==> src/rtl/snap_pkg.sv <==
// snap_pkg: shared FSM states and default sizes for the count snapshot serializer
package snap_pkg;

    typedef enum logic [1:0] {S_IDLE, S_SHIFT, S_PAR, S_DONE} snap_state_e;

    localparam int SNAP_WIDTH       = 8;
    localparam int SNAP_DIV_DEFAULT = 4;

    // True in the states where a bit is on the wire and ser_cs_n is low
    function automatic logic is_framing(snap_state_e s);
        return (s == S_SHIFT) || (s == S_PAR);
    endfunction

endpackage

==> src/rtl/snap_bit_timer.sv <==
// snap_bit_timer: divides clk into serial bit periods and produces the ser_clk phase
module snap_bit_timer #(
    parameter int DIV = 4
) (
    input  logic clk,
    input  logic rst_n,
    input  logic clr_i,
    input  logic run_i,
    input  logic run_next_i,
    output logic bit_end_o,
    output logic ser_clk_o
);

    localparam int CW = (DIV > 1) ? $clog2(DIV) : 1;

    logic [CW-1:0] div_cnt_q, div_cnt_d;
    logic          ser_clk_q, ser_clk_d;

    assign bit_end_o = run_i && (div_cnt_q == CW'(DIV - 1));
    assign ser_clk_o = ser_clk_q;

    // Count through one bit period; ser_clk is registered from the next count so it is flop-driven
    always_comb begin
        div_cnt_d = (clr_i || !run_i || bit_end_o) ? '0 : div_cnt_q + CW'(1);
        ser_clk_d = run_next_i && (div_cnt_d >= CW'(DIV / 2));
    end

    // Divider and serial clock state
    always_ff @(posedge clk or negedge rst_n) begin
        if (!rst_n) begin
            div_cnt_q <= '0;
            ser_clk_q <= 1'b0;
        end else begin
            div_cnt_q <= div_cnt_d;
            ser_clk_q <= ser_clk_d;
        end
    end

endmodule

==> src/rtl/count_snapshot_tx.sv <==
// count_snapshot_tx: captures the live count and shifts it out MSB-first on a 3-wire link (parity bit with SNAP_PARITY_EN)
module count_snapshot_tx
    import snap_pkg::*;
#(
    parameter int DIV   = SNAP_DIV_DEFAULT,
    parameter int WIDTH = SNAP_WIDTH
) (
    input  logic             clk,
    input  logic             rst_n,
    input  logic [WIDTH-1:0] count_in,
    input  logic             snap_req,
    input  logic             ovr_clr,
    output logic             ser_cs_n,
    output logic             ser_clk,
    output logic             ser_data,
    output logic             busy,
    output logic             done,
    output logic             overrun
);

    localparam int BW = (WIDTH > 1) ? $clog2(WIDTH) : 1;

    snap_state_e      state_q, state_d;
    logic [WIDTH-1:0] shreg_q, shreg_d;
    logic [BW-1:0]    bit_idx_q, bit_idx_d;
    logic             ser_data_q, ser_data_d;
    logic             overrun_q, overrun_d;
    logic             cs_n_q, busy_q, done_q;
    logic             bit_end, capture, last_bit;
`ifdef SNAP_PARITY_EN
    logic             par_q;
`endif

    assign capture  = (state_q == S_IDLE) && snap_req;
    assign last_bit = bit_idx_q == BW'(WIDTH - 1);

    snap_bit_timer #(.DIV(DIV)) u_timer (
        .clk        (clk),
        .rst_n      (rst_n),
        .clr_i      (capture),
        .run_i      (is_framing(state_q)),
        .run_next_i (is_framing(state_d)),
        .bit_end_o  (bit_end),
        .ser_clk_o  (ser_clk)
    );

    // Frame sequencing; shreg holds the bits still to be sent, so the MSB is driven at capture
    always_comb begin
        state_d    = state_q;
        shreg_d    = shreg_q;
        bit_idx_d  = bit_idx_q;
        ser_data_d = ser_data_q;
        overrun_d  = (snap_req && state_q != S_IDLE) || (overrun_q && !ovr_clr);
        case (state_q)
            S_IDLE: if (snap_req) begin
                state_d    = S_SHIFT;
                shreg_d    = count_in << 1;
                bit_idx_d  = '0;
                ser_data_d = count_in[WIDTH-1];
            end
            S_SHIFT: if (bit_end) begin
                if (!last_bit) begin
                    shreg_d    = shreg_q << 1;
                    ser_data_d = shreg_q[WIDTH-1];
                    bit_idx_d  = bit_idx_q + BW'(1);
                end else begin
`ifdef SNAP_PARITY_EN
                    state_d    = S_PAR;
                    ser_data_d = par_q;
`else
                    state_d    = S_DONE;
                    ser_data_d = 1'b0;
`endif
                end
            end
`ifdef SNAP_PARITY_EN
            S_PAR: if (bit_end) begin
                state_d    = S_DONE;
                ser_data_d = 1'b0;
            end
`endif
            default: state_d = S_IDLE;
        endcase
    end

    // State, datapath and flop-driven outputs; outputs follow the next state
    always_ff @(posedge clk or negedge rst_n) begin
        if (!rst_n) begin
            state_q    <= S_IDLE;
            shreg_q    <= '0;
            bit_idx_q  <= '0;
            ser_data_q <= 1'b0;
            overrun_q  <= 1'b0;
            cs_n_q     <= 1'b1;
            busy_q     <= 1'b0;
            done_q     <= 1'b0;
        end else begin
            state_q    <= state_d;
            shreg_q    <= shreg_d;
            bit_idx_q  <= bit_idx_d;
            ser_data_q <= ser_data_d;
            overrun_q  <= overrun_d;
            cs_n_q     <= !is_framing(state_d);
            busy_q     <= state_d != S_IDLE;
            done_q     <= state_d == S_DONE;
        end
    end

`ifdef SNAP_PARITY_EN
    // Even parity of the captured word, frozen for the whole frame
    always_ff @(posedge clk or negedge rst_n) begin
        if (!rst_n)
            par_q <= 1'b0;
        else if (capture)
            par_q <= ^count_in;
    end
`endif

    assign ser_cs_n = cs_n_q;
    assign ser_data = ser_data_q;
    assign busy     = busy_q;
    assign done     = done_q;
    assign overrun  = overrun_q;

endmodule

==> config.mk <==
export PLATFORM = sky130hd
export DESIGN_NAME = count_snapshot_tx
export DESIGN_NICKNAME = d
export VERILOG_FILES = /design/src/rtl/snap_pkg.sv /design/src/rtl/snap_bit_timer.sv /design/src/rtl/count_snapshot_tx.sv
export SDC_FILE = /design/constraint.sdc
export NUM_CORES = 1
export LEC_CHECK = 0
export ABC_AREA = 1
export CORE_UTILIZATION = 45
export DETAILED_ROUTE_END_ITERATION = 6
export PLACE_DENSITY_LB_ADDON = 0.12
export SETUP_SLACK_MARGIN = 0.4
export SYNTH_ARGS = -nofsm -noshare
export SYNTH_HDL_FRONTEND = slang
export SYNTH_SLANG_ARGS = --single-unit
export TNS_END_PERCENT = 5
==> constraint.sdc <==
create_clock -name clk -period 3 [get_ports clk]
set_clock_uncertainty 0.05 [all_clocks]
set_input_delay 0.75 -clock clk [delete_from_list [all_inputs] [get_ports clk]]
set_output_delay 0.75 -clock clk [all_outputs]
set_load 0.05 [all_outputs]
After elaboration in Yosys (flattened, before gate mapping)
Cells that the tools add are included.
- bits in registers: 21
- input port bits: 12
- output and inout port bits: 6
- logic and storage cells: 59
- add/subtract/negate cells: 2
- $lt $le $gt $ge: 1
- equal/unequal tests: 10
- mux-type cells: 17
- reduce and logical (&&, ||, !) cells: 19
- operators with widths (operator ; number):
    $mux W8 ; 3
    $pmux W8 S2 ; 1
    $mux W3 ; 3
    $eq A2 B2 Y1 const B ; 4
    $mux W2 ; 4
    $pmux W3 S2 ; 1
    $reduce_bool A2 Y1 ; 3
    $logic_and A1 B1 Y1 ; 5
    $logic_or A1 B1 Y1 ; 5
    $eq A2 B1 Y1 const B ; 2
    $ne A2 B2 Y1 const B ; 2
    $pmux W2 S2 ; 1
    $reduce_and A4 Y1 ; 1
    $add A3 B1 Y3 const B ; 1
    $eq A3 B3 Y1 const B ; 1
    $logic_not A1 Y1 ; 3
    $mux W1 ; 3
    $reduce_and A3 Y1 ; 1
    $add A2 B1 Y2 const B ; 1
    $ge A2 B2 Y1 const B ; 1
    $logic_not A2 Y1 ; 1
    $ne A2 B1 Y1 const B ; 1
    $pmux W1 S2 ; 1

Longest topological paths before layout
Gate-level depths: netlist of the first run.
- depth in word-level cells: 8
- depth in mapped cells: 11
- depth with buffers taken out: 10

By module
A second synthesis of the first run with hierarchy kept.
- cell total of the unflattened synthesis: 133
- area total of the unflattened synthesis: 1059.8 um2
- modules (own cells, without submodules) (module ; instances ; cells each ; area an instance (um2) ; seq. area each (um2)):
    count_snapshot_tx ; 1 ; 119 ; 922.1 ; 426.7
    snap_bit_timer ; 1 ; 14 ; 137.6 ; 75.1

Worst setup path before layout of the first run
Ideal clock, no wire load.
- kind: input port to flip-flop
- start: in snap_req
- end: reg u_timer.ser_clk_q, in the netlist u_timer.ser_clk_o
- library setup time: 101 ps
- arrival: 1589 ps
- required time: 2849 ps
- path slack: 1260 ps
- stages: 9
- path buffers: 0
- cell sequence: inv_1 nand2_1 nand2_1 nand2_1 o21ai_0 inv_1 ha_1 inv_1 nor4_1
- elaborated cells between the ends (all ways): 11
- those cells by class: order compare (1); eq/ne (2); mux (3); reduce/logical (5)
- RTL lines (what ; line ; RTL):
    start: declaration ; count_snapshot_tx.sv:11 ; input logic snap_req,
    $mux W2 * ; count_snapshot_tx.sv:55 ; S_IDLE: if (snap_req) begin
    $pmux W2 S2 * ; count_snapshot_tx.sv:54 ; case (state_q)
    via state_d[1] ; count_snapshot_tx.sv:23 ; snap_state_e state_q, state_d;
    $eq A2 B1 Y1 / $eq A2 B2 Y1 (equally long branches) ; snap_pkg.sv:11 ; return (s == S_SHIFT) || (s == S_PAR);
    $logic_or A1 B1 Y1 * ; snap_pkg.sv:11 ;
    $logic_and A1 B1 Y1 * ; snap_bit_timer.sv:25 ; ser_clk_d = run_next_i && (div_cnt_d >= CW'(DIV / 2));
    via u_timer.ser_clk_d ; snap_bit_timer.sv:17 ; logic ser_clk_q, ser_clk_d;
    end signal: assignment ; snap_bit_timer.sv:35 ; ser_clk_q <= ser_clk_d;
    end: declaration ; snap_bit_timer.sv:17 ;
Mark *: on every way through the listed nets, which the timed path passes. The rest lies on a longest branch.
A chain may end at the register's enable or synchronous reset.

Final worst setup path of the first run
- start: reg cs_n_q, in the netlist ser_cs_n
- end: out ser_cs_n
- RTL lines (what ; line ; RTL):
    start: declaration ; count_snapshot_tx.sv:28 ; logic cs_n_q, busy_q, done_q;
    start signal: assignment ; count_snapshot_tx.sv:103 ; cs_n_q <= !is_framing(state_d);
    end: declaration ; count_snapshot_tx.sv:13 ; output logic ser_cs_n,
No word-level cell between the ends.

==> summary.md, run 1 <==
| Metric | Value |
|---|---|
| Row cnt | 17 |
| Core Region | ~2300 um2 |
| Final hold vios | 0 |
| Gpl congestion | between 0.8 and 0.9 |
| GRT Max-Usage Layer | met2 |
| Syn. warnings | 0 |
| Min-delay src | u_timer.div_cnt_q[0] |
| Min Tclk post-route | between 2000 and 2500 ps |
| Drt drc | 0 |
| CTS clk-pin slew, worst paths | between 100 and 150 ps |
| Clk Tree Root Cell | clkbuf_4 |
| FMAX | between 0.4 and 0.5 GHz |
| Met2 Use GR | 0.2879 |
| Max_slew headroom | 0.6708 |
| Setup violators final | 0 |
| Ports | 18 |
| Initial core utilization | 0.4883 |
| Syn Std Cell Area | 1101 um2 |
| Setup tns final | 0 ps |
| Worst path arrival time | about 1600 ps |
| Num CTS Buffers | 3 |
| Register area share after synthesis | 0.4557 |
| Largest net degree at the start of global routing | 21 |
| Syn_nets | 150 |
| FF-to-FF Start | state_q[1] |
| Hold Path Class | register to register |
| Met1 Track Usage GR | 0.2407 |
| Fin crit share | 0.8054 |
| Reg-to-Reg End | u_timer.ser_clk_o |
| Hold slack | 396.0 ps |
| Fin. max-slew vios | 0 |
| Layout cell share with drive strength beyond 1 | 0.06711 |
| Power Total | between 1000 and 1500 uW |
| Critical Path Fanout Max | 1 |
| Worst setup EP type | output port |
| Commonest non-fill, non-tap cell in the layout | nand2_1 |
| Chip width | approximately 50 um |
| Synth Instances | 130 |
| Post-CTS Setup Bufs | 0 |
| CTS tree | done |
| Number of global-route vias before repair | 791 |
| DRT Pass-1 Iters | 4 |
| DPL Wire Length | 1396 um |
| Final Util | 0.5821 |
| Setup crit start kind | register |
| Fillers | around 230 |
| Wire per inst | about 11 um |
| Status | finished clean |
| GR Overflow Total | 0 |
| Wire length of the first global-routing pass | approximately 3500 um |
| Initial antenna violation count | 0 |
| CP required | between 2000 and 2500 ps |
| Peak supply drop | 0.4969 mV |
| CP Class | register to output port |
| Avg Cell Area, Syn | about 8.5 um2 |
| Most frequent cells in the layout | 32 x nand2_1, 25 x inv_1, 19 x dfrtp_1, 17 x clkdlybuf4s50_1, 11 x nand3_1 |
| Least-Margin Pin Slew | between 400 and 500 ps |
| Pwr dens | between 900 and 1000 nW/um2 |
| Post-placement cell count | between 150 and 200 |
| Buffers on Ports | 17 |
| Post_cts resized | 0 |
| ANT cells | 0 |
| H-Tree Depth | 1 |
| Final Non-Filler Cells | about 180 |
| GRT Total Usage | 0.1777 |
| Reg2reg setup slack | approximately 910 ps |
| Max-cap violations | 0 |
| Reg2reg path depth | 8 |
| Critical Path Slowest Stage Cell | clkdlybuf4s50_1 |
| Hold buffer count at CTS | 0 |
| Worst Hold End | u_timer.div_cnt_q[0] |
| Die area | roughly 2600 um2 |
| Nets | between 150 and 200 |
| Post-Route WL | 1929 um |
| M3 GR Usage | 0.02976 |
| Detailed-route via count | 831 |
| Worst hold stages | 1 |
| Die height | 51.47 um |
| CP Cell Sequence | clkdlybuf4s50_1 |
| Vias per Instance | about 4.7 |
| Initial DRC Count | 6 |
| Layout area overhead | 19.20% |
| Pleak | approximately 0.00070 uW |
| Clock sink count | 20 |
| Routed Antenna Nets | 0 |
| Crit path largest cell delay | approximately 790 ps |
| Top delay family on crit path | buffers and inverters |
| RSZ-0062 raised after global routing | no |
| Clock Tree Buf Depth | 2 |
| Post-synth cell types | 20 |
| Clk_lat worst skew | a little under 300 ps |
| Synth Register Bits | 20 |
| Crit path buf inv count | 1 |
==> where the power goes <==
part           total [uW]  internal (uW)  switching, uW
Combinational         672            232            439
Clock                 154           73.8           79.9
Sequential            414            373           40.6
Total                1240            680            560
==> per-layer routing <==
| metal | vias up | part of all wire |
|---|---|---|
| li1 | 444 | - |
| met1 | 374 | 0.51 |
| met2 | 11 | 0.45 |
| met3 | 2 | 0.033 |
| met4 | 0 | 0.0088 |
| met5 | - | 0 |
==> synthesized netlist by cell type <==
master	n	area share
ha_1	8	0.091
o21bai_1	10	0.068
inv_6	1	0.0080
a21oi_1	2	0.0091
nand2_2	1	0.0057
nor4_1	1	0.0057
dfrtp_1	19	0.43
buf_6	2	0.020
a21oi_4	1	0.015
dfstp_2	1	0.024
nor3_1	2	0.0091
o21ai_1	5	0.023
o21ai_0	2	0.0091
buf_8	1	0.014
nand2_1	32	0.11
o22ai_1	1	0.0057
inv_2	1	0.0034
inv_1	25	0.085
nand3_1	11	0.050
nor2_1	4	0.014
==> state kept, by name, indices dropped and copies added (netlist names), 2 cells and up <==
name	cells
state_q	2
shreg_q	7
u_timer.div_cnt_q	2
bit_idx_q	3
==> area by class of cell <==
type / instances / area, um2 / area share
Multi-Input combinational cell: 80 / 455.4 / 0.3470
Clock buffer: 4 / 36.28 / 0.02765
Sequential cell: 20 / 501.7 / 0.3823
Inverter: 27 / 106.4 / 0.08103
Tap cell: 28 / 35.03 / 0.02669
Timing Repair Buffer: 18 / 177.7 / 0.1354
==> logic make-up after synthesis <==
kind of cell,count (synthesis),synth area share
flops,20,0.4557
simple gates,51,0.1932
compound gates,21,0.1295
fa+ha+maj,8,0.09091
buf+inv,30,0.1307
==> stage by stage <==
| step | area (um2) | worst slack [ps] |
|---|---|---|
| after global placement | 1276 | 776.3 |
| final | 1313 | 583.7 |
| after floorplan | 1101 | 1260 |
| after detailed placement | 1276 | 671.1 |
| after global routing | 1313 | 545.4 |
| after CTS | 1313 | 571.1 |
==> worst max path at each step <==
stage | start | end | slack [ps] | depth (start not counted)
2_1_floorplan | snap_req | u_timer.ser_clk_o | 1260 | 9
3_3_place_gp | snap_req | u_timer.ser_clk_o | 780 | 10
3_5_place_dp | snap_req | u_timer.ser_clk_o | 670 | 10
4_1_cts | ser_cs_n | ser_cs_n | 570 | 1
5_1_grt | ser_cs_n | ser_cs_n | 550 | 1
6_report | ser_cs_n | ser_cs_n | 580 | 1
No activity file was read; power rests on OpenSTA's default activity.
==> run 2, diff against run 1 <==
Clock period 3 ns to 2.37 ns, I/O delays scaled along.
==> summary.md, run 2 (synthesized netlist as in run 1, its figures left out) <==
| Metric | Value |
|---|---|
| Buffers on Ports | 17 (unchanged) |
| Hold Path Class | register to register (unchanged) |
| Crit path largest cell delay | 800 ps (was 790 ps) |
| Worst setup EP type | output port (unchanged) |
| Setup crit start kind | register (unchanged) |
| Least-Margin Pin Slew | 502.4 ps (was 492.3 ps) |
| Core Region | 2255 um2 (unchanged) |
| Wire per inst | 11.51 um (was 10.90 um) |
| Clk_lat worst skew | 300 ps (was 290 ps) |
| Max reg flops | 7 (unchanged) |
| Reg with most FFs | shreg_q (unchanged) |
| Max-cap violations | 0 (unchanged) |
| Peak supply drop | 0.6395 mV (was 0.4969 mV) |
| Critical Path Slowest Stage Cell | clkdlybuf4s50_1 (unchanged) |
| Top delay family on crit path | buffers and inverters (unchanged) |
| Chip width | 51.47 um (unchanged) |
| Top Registers | shreg_q: 7 flops, bit_idx_q: 3 flops (unchanged) |
| Fin crit share | 0.8878 |
| Pleak | 0.0007108 uW (was 0.0007016 uW) |
| Clock sink count | 20 (unchanged) |
| Min Tclk post-route | approximately 2100 ps |
| Fillers | 218 (was 225) |
| Post-CTS Setup Bufs | 0 (unchanged) |
| Die area | 2649 um2 (unchanged) |
| Post-Route WL | 2037 um (was 1929 um) |
| Fin. max-slew vios | 0 (unchanged) |
| Row cnt | 17 (unchanged) |
| Initial DRC Count | 12 (was 6) |
| Wire length of the first global-routing pass | 3408 um (was 3498 um) |
| Die height | 51.47 um (unchanged) |
| Clock power frac | 0.129 (was 0.124) |
| Area of placed instances | 1276 um2 (unchanged) |
| Layout cell share with drive strength beyond 1 | 0.07383 (was 0.06711) |
| Status | finished clean (unchanged) |
| Post-route cell area | 1315 um2 (was 1313 um2) |
| H-Tree Depth | 1 (unchanged) |
| Ports | 18 (unchanged) |
| Crit path buf inv count | 1 (unchanged) |
| ANT cells | 0 (unchanged) |
| CP Class | register to output port (unchanged) |
| Worst path arrival time | 1460 ps (was 1620 ps) |
| Hold buffer count at CTS | 0 (unchanged) |
| Switching share of total power | 0.4583 (was 0.4516) |
| Num CTS Buffers | 3 (unchanged) |
| DPL Wire Length | 1409 um (was 1396 um) |
| Seq pwr share | 0.332 (was 0.334) |
| Layout area overhead | 19.43% (was 19.20%) |
| Power Internal | 853.7 uW (was 679.6 uW) |
| CTS tree | done (unchanged) |
| Number of global-route vias before repair | 799 (was 791) |
| GRT Total Usage | 0.1771 (was 0.1777) |
| Commonest non-fill, non-tap cell in the layout | nand2_1 (unchanged) |
| Critical Path Fanout Max | 2 (was 1) |
| Sw Pwr | 722.4 uW (was 559.7 uW) |
| Most frequent cells in the layout | 32 x nand2_1, 25 x inv_1, 19 x dfrtp_1, 14 x clkdlybuf4s50_1, 11 x nand3_1 (was 32 x nand2_1, 25 x inv_1, 19 x dfrtp_1, 17 x clkdlybuf4s50_1, 11 x nand3_1) |
| Drt drc | 0 (unchanged) |
| Vias per Instance | 4.910 (was 4.695) |
| Setup tns final | 0 ps (unchanged) |
| Initial antenna violation count | 0 (unchanged) |
| Power Total | 1576 uW (was 1239 uW) |
| Combinational power share | 0.539 (was 0.542) |
| Clock Tree Buf Depth | 2 (unchanged) |
| Routed Antenna Nets | 0 (unchanged) |
| Nets | 170 (unchanged) |
| Clk Tree Root Cell | clkbuf_4 (unchanged) |
| CP required | 1730 ps (was 2200 ps) |
| Final hold vios | 0 (unchanged) |
| Gpl congestion | 0.8285 (was 0.8294) |
| RSZ-0062 raised after global routing | yes (was no) |
| FMAX | ~0.48 GHz |
| Max_slew headroom | 0.6640 (was 0.6708) |
| Pwr dens | 1199 nW/um2 (was 944.3 nW/um2) |
| GR Overflow Total | 0 (unchanged) |
| CTS clk-pin slew, worst paths | 120 ps (was 110 ps) |
| Detailed-route via count | 869 (was 831) |
| DRT Pass-1 Iters | 4 (unchanged) |
| Setup violators final | 0 (unchanged) |
| CP Cell Sequence | clkdlybuf4s50_1 (unchanged) |
| Largest net degree at the start of global routing | 21 (unchanged) |
| Initial core utilization | 0.4883 (unchanged) |
-- run 2: cell count changes in the layout (fill, tap and decap cells not counted) --
cell / change
dlymetal6s2s_1: +1
clkdlybuf4s50_1: -3
dlygate4sd2_1: +2
ha_1: -1
ha_2: +1
-- run 2: area by class of cell --
class / count / area, um2 / area share
clock buffer: 4 / 36.28 / 0.02759
inverter: 27 / 106.4 / 0.08088
multi-input combinational: 80 / 457.9 / 0.3482
sequential: 20 / 501.7 / 0.3815
tap: 28 / 35.03 / 0.02664
timing repair buffer: 18 / 177.7 / 0.1351
-- run 2: worst paths after layout --
check                                startpoint                   end  slack (ps)  depth (start not counted)
max in group asynchronous                 rst_n              ser_cs_n        1440                          2
hold / removal             u_timer.div_cnt_q[0]  u_timer.div_cnt_q[0]         390                          1
setup reg to reg                     state_q[1]     u_timer.ser_clk_o         450                          8
min in group asynchronous                 rst_n               overrun         560                          2
hold reg to reg            u_timer.div_cnt_q[0]  u_timer.div_cnt_q[0]         390                          1
setup / recovery                       ser_data              ser_data         270                          1
-- run 2: worst reg2reg max path, stage by stage (launching register included) --
cell,delay [ps]
dfrtp_1,400
inv_1,100
ha_2,330
nand2_1,120
o21ai_0,280
inv_1,80
ha_1,280
inv_1,50
nor4_1,150
-- run 2: what timing repair did --
action,4_1_cts,5_1_grt
cloned,0,0
setup endpoints to repair,8,18
resized for setup,2,2
-- run 2: through the flow --
stage | std cells | hold WS [ps] | utilization | setup slack (ps)
final | 177 | 394.6 | 0.5832 | 266.0
after CTS | 177 | 397.9 | 0.5810 | 248.6
after floorplan | 130 | 246.9 | - | 670.0
after detailed placement | 173 | 380.8 | 0.5660 | 274.4
after global routing | 177 | 422.3 | 0.5832 | 227.3
after global placement | 173 | 374.2 | 0.5660 | 303.9
-- run 2: per-layer routing --
metal / GRT usage / up-vias / part of all wire
li1: - / 442 / -
met4: 0.08108 / 0 / 0.0083
met2: 0.3052 / 19 / 0.48
met5: 0 / - / 0
met3: 0.02679 / 2 / 0.033
met1: 0.2146 / 406 / 0.48
-- run 2: power groups by stage --
stage / sequential [uW] / combinational, uW / clock, uW
after floorplan: 644 / 576 / 0
after global placement: 526 / 843 / 0
after CTS: 527 / 855 / 211
after detailed placement: 534 / 858 / 0
final: 523 / 850 / 203
after global routing: 538 / 964 / 218
==> run 3, diff against run 2 <==
==> constraint.sdc (replaced) <==
create_clock -name clk -period 1.75 [get_ports clk]
set_clock_uncertainty 0.05 [all_clocks]
set_input_delay 0.4375 -clock clk [delete_from_list [all_inputs] [get_ports clk]]
set_output_delay 0.4375 -clock clk [all_outputs]
set_load 0.1 [all_outputs]
==> summary.md, run 3 (synthesized netlist as in run 1, its figures left out) <==
| Metric | Value |
|---|---|
| Status | finished clean (unchanged) |
| Final Util | 0.7231 (was 0.5832) |
| Ports | 18 (unchanged) |
| Pwr dens | 1787 nW/um2 (was 1199 nW/um2) |
| Commonest non-fill, non-tap cell in the layout | nand2_1 (unchanged) |
| Routed Antenna Nets | 0 (unchanged) |
| Post-route cell area | 1630 um2 (was 1315 um2) |
| Layout cell share with drive strength beyond 1 | 0.3174 (was 0.07383) |
| GR Overflow Total | 0 (unchanged) |
| Final worst slack | 109.8 ps (was 266.0 ps) |
| CP Cell Sequence | inv_2, buf_4, buf_4, a21oi_1, a21oi_4, ha_4, inv_4, nor4_4 (was clkdlybuf4s50_1) |
| Number of global-route vias before repair | 906 (was 799) |
| Switching share of total power | 0.4802 (was 0.4583) |
| Num CTS Buffers | 3 (unchanged) |
| Combinational power share | 0.663 (was 0.539) |
| Max reg flops | 7 (unchanged) |
| H-Tree Depth | 1 (unchanged) |
| Reg with most FFs | shreg_q (unchanged) |
| Initial antenna violation count | 0 (unchanged) |
| Largest net degree at the start of global routing | 21 (unchanged) |
| Core Region | 2255 um2 (unchanged) |
| Hold Path Class | register to register (unchanged) |
| DPL Wire Length | 1596 um (was 1409 um) |
| Area of placed instances | 1409 um2 (was 1276 um2) |
| Nets | 188 (was 170) |
| Critical Path Fanout Max | 3 (was 2) |
| Max-cap violations | 0 (unchanged) |
| Buffers on Ports | 17 (unchanged) |
| CP Class | register to register (was register to output port) |
| DRT Pass-1 Iters | 4 (unchanged) |
| Detailed-route via count | 958 (was 869) |
| Min Tclk post-route | about 1600 ps |
| Vias per Instance | 4.913 (was 4.910) |
| Clk_lat worst skew | 310 ps (was 300 ps) |
| Clk Tree Root Cell | clkbuf_4 (unchanged) |
| Peak supply drop | 1.320 mV (was 0.6395 mV) |
| Critical Path Slowest Stage Cell | dfrtp_1 (was clkdlybuf4s50_1) |
| Seq pwr share | 0.256 (was 0.332) |
| Setup violators final | 0 (unchanged) |
| RSZ-0062 raised after global routing | yes (unchanged) |
| Most frequent cells in the layout | 25 x nand2_1, 21 x inv_1, 19 x dfrtp_1, 17 x buf_4 (was 32 x nand2_1, 25 x inv_1, 19 x dfrtp_1, 14 x clkdlybuf4s50_1, 11 x nand3_1) |
| Max_slew headroom | 0.8148 (was 0.6640) |
| Die height | 51.47 um (unchanged) |
| Row cnt | 17 (unchanged) |
| Initial core utilization | 0.4883 (unchanged) |
| Setup tns final | 0 ps (unchanged) |
| Power Total | 2913 uW (was 1576 uW) |
| DP Worst Slack | -129.9 ps (was 274.4 ps) |
| Top cell by count, worst path | buf_4 |
| Clock power frac | 0.081 (was 0.129) |
| Power Internal | 1514 uW (was 853.7 uW) |
| Wire length of the first global-routing pass | 3829 um (was 3408 um) |
| Least-Margin Pin Slew | 277.8 ps (was 502.4 ps) |
| Worst path arrival time | 1800 ps (was 1460 ps) |
| Gpl congestion | 0.8244 (was 0.8285) |
| Reg2reg path depth | 8 (unchanged) |
| Post-Route WL | 2511 um (was 2037 um) |
| CP required | 1910 ps (was 1730 ps) |
| Fin. max-slew vios | 0 (unchanged) |
| CTS tree | done (unchanged) |
| Top delay family on crit path | flip-flops (was buffers and inverters) |
| Crit path largest cell delay | 430 ps (was 800 ps) |
| Fin crit share | 0.9372 |
| Layout area overhead | 48.07% (was 19.43%) |
| Top Registers | shreg_q: 7 flops, bit_idx_q: 3 flops (unchanged) |
| Crit path buf inv count | 4 (was 1) |
| Initial DRC Count | 16 (was 12) |
| Sw Pwr | 1399 uW (was 722.4 uW) |
| Clock sink count | 20 (unchanged) |
| CTS clk-pin slew, worst paths | 120 ps (about the same) |
| Worst setup EP type | register (was output port) |
| Setup crit start kind | register (unchanged) |
| Die area | 2649 um2 (unchanged) |
| Chip width | 51.47 um (unchanged) |
| Final hold vios | 0 (unchanged) |
| ANT cells | 0 (unchanged) |
| Pleak | 0.0008341 uW (was 0.0007108 uW) |
| FMAX | a little over 0.6 GHz |
| Wire per inst | 12.88 um (was 11.51 um) |
| Crit. path cell count | 8 (was 1) |
| Drt drc | 0 (unchanged) |
| Worst hold stages | 1 (unchanged) |
| Clock Tree Buf Depth | 2 (unchanged) |
| GRT Total Usage | 0.2001 (was 0.1771) |
-- run 3: cell count changes in the layout (fill, tap and decap cells not counted), sizes merged --
| cell | before | now |
|---|---|---|
| dlymetal6s2s | 1 | 0 |
| dlygate4sd2 | 2 | 0 |
| clkdlybuf4s50 | 14 | 11 |
| buf | 1 | 24 |
| a21oi | 3 | 4 |
-- run 3: per-layer routing --
layer,part of all wire,global-route usage,routed length [um],vias to the layer above
met5,0,0,0,-
met4,0.0056,0.05405,14,0
met3,0.040,0.06250,101,2
met2,0.52,0.3528,1298,22
met1,0.44,0.2312,1096,452
li1,-,-,-,482
-- run 3: final timing paths --
| kind | start | end | slack, ps |
|---|---|---|---|
| hold reg to reg | u_timer.div_cnt_q[0] | u_timer.div_cnt_q[0] | 400 |
| setup reg to reg | state_q[0] | u_timer.ser_clk_o | 110 |
| max in group asynchronous | rst_n | ser_cs_n | 960 |
| min in group asynchronous | rst_n | busy | 410 |
| hold / removal | u_timer.div_cnt_q[0] | u_timer.div_cnt_q[0] | 400 |
| setup / recovery | state_q[0] | u_timer.ser_clk_o | 110 |
-- run 3: repair_timing --
| item | 4_1_cts | 5_1_grt |
|---|---|---|
| endpoints found under the hold margin | 0 | 0 |
| gates cloned | 0 | 1 |
| buffers inserted | 7 | 2 |
| endpoints found under the setup margin | 21 | 23 |
| hold buffers | 0 | 0 |
| pin swaps | 4 | 7 |
| resized for setup | 8 | 18 |
-- run 3: cell type report --
cell class / instances / area [um2]
inverters: 27 / 108.9
well taps: 28 / 35.03
flip-flops and latches: 20 / 501.7
fillers: 166 / 624.3
clock buffers: 4 / 26.28
repair buffers: 35 / 369.1
multi-input cells: 81 / 589.3
-- run 3: through the flow --
stage | std cells | hold slack [ps]
after detailed placement | 181 | 383.8
after CTS | 192 | 399.0
after global placement | 181 | 374.1
after floorplan | 130 | 91.91
final | 195 | 396.7
after global routing | 195 | 417.3
-- run 3: power groups by stage --
| stage | clock network [uW] | registers (uW) | logic (uW) |
|---|---|---|---|
| 3_3_place_gp | 0 | 739 | 1520 |
| 5_1_grt | 261 | 763 | 2100 |
| 3_5_place_dp | 0 | 748 | 1570 |
| 2_1_floorplan | 0 | 1050 | 802 |
| 6_report | 235 | 746 | 1930 |
| 4_1_cts | 242 | 738 | 1720 |
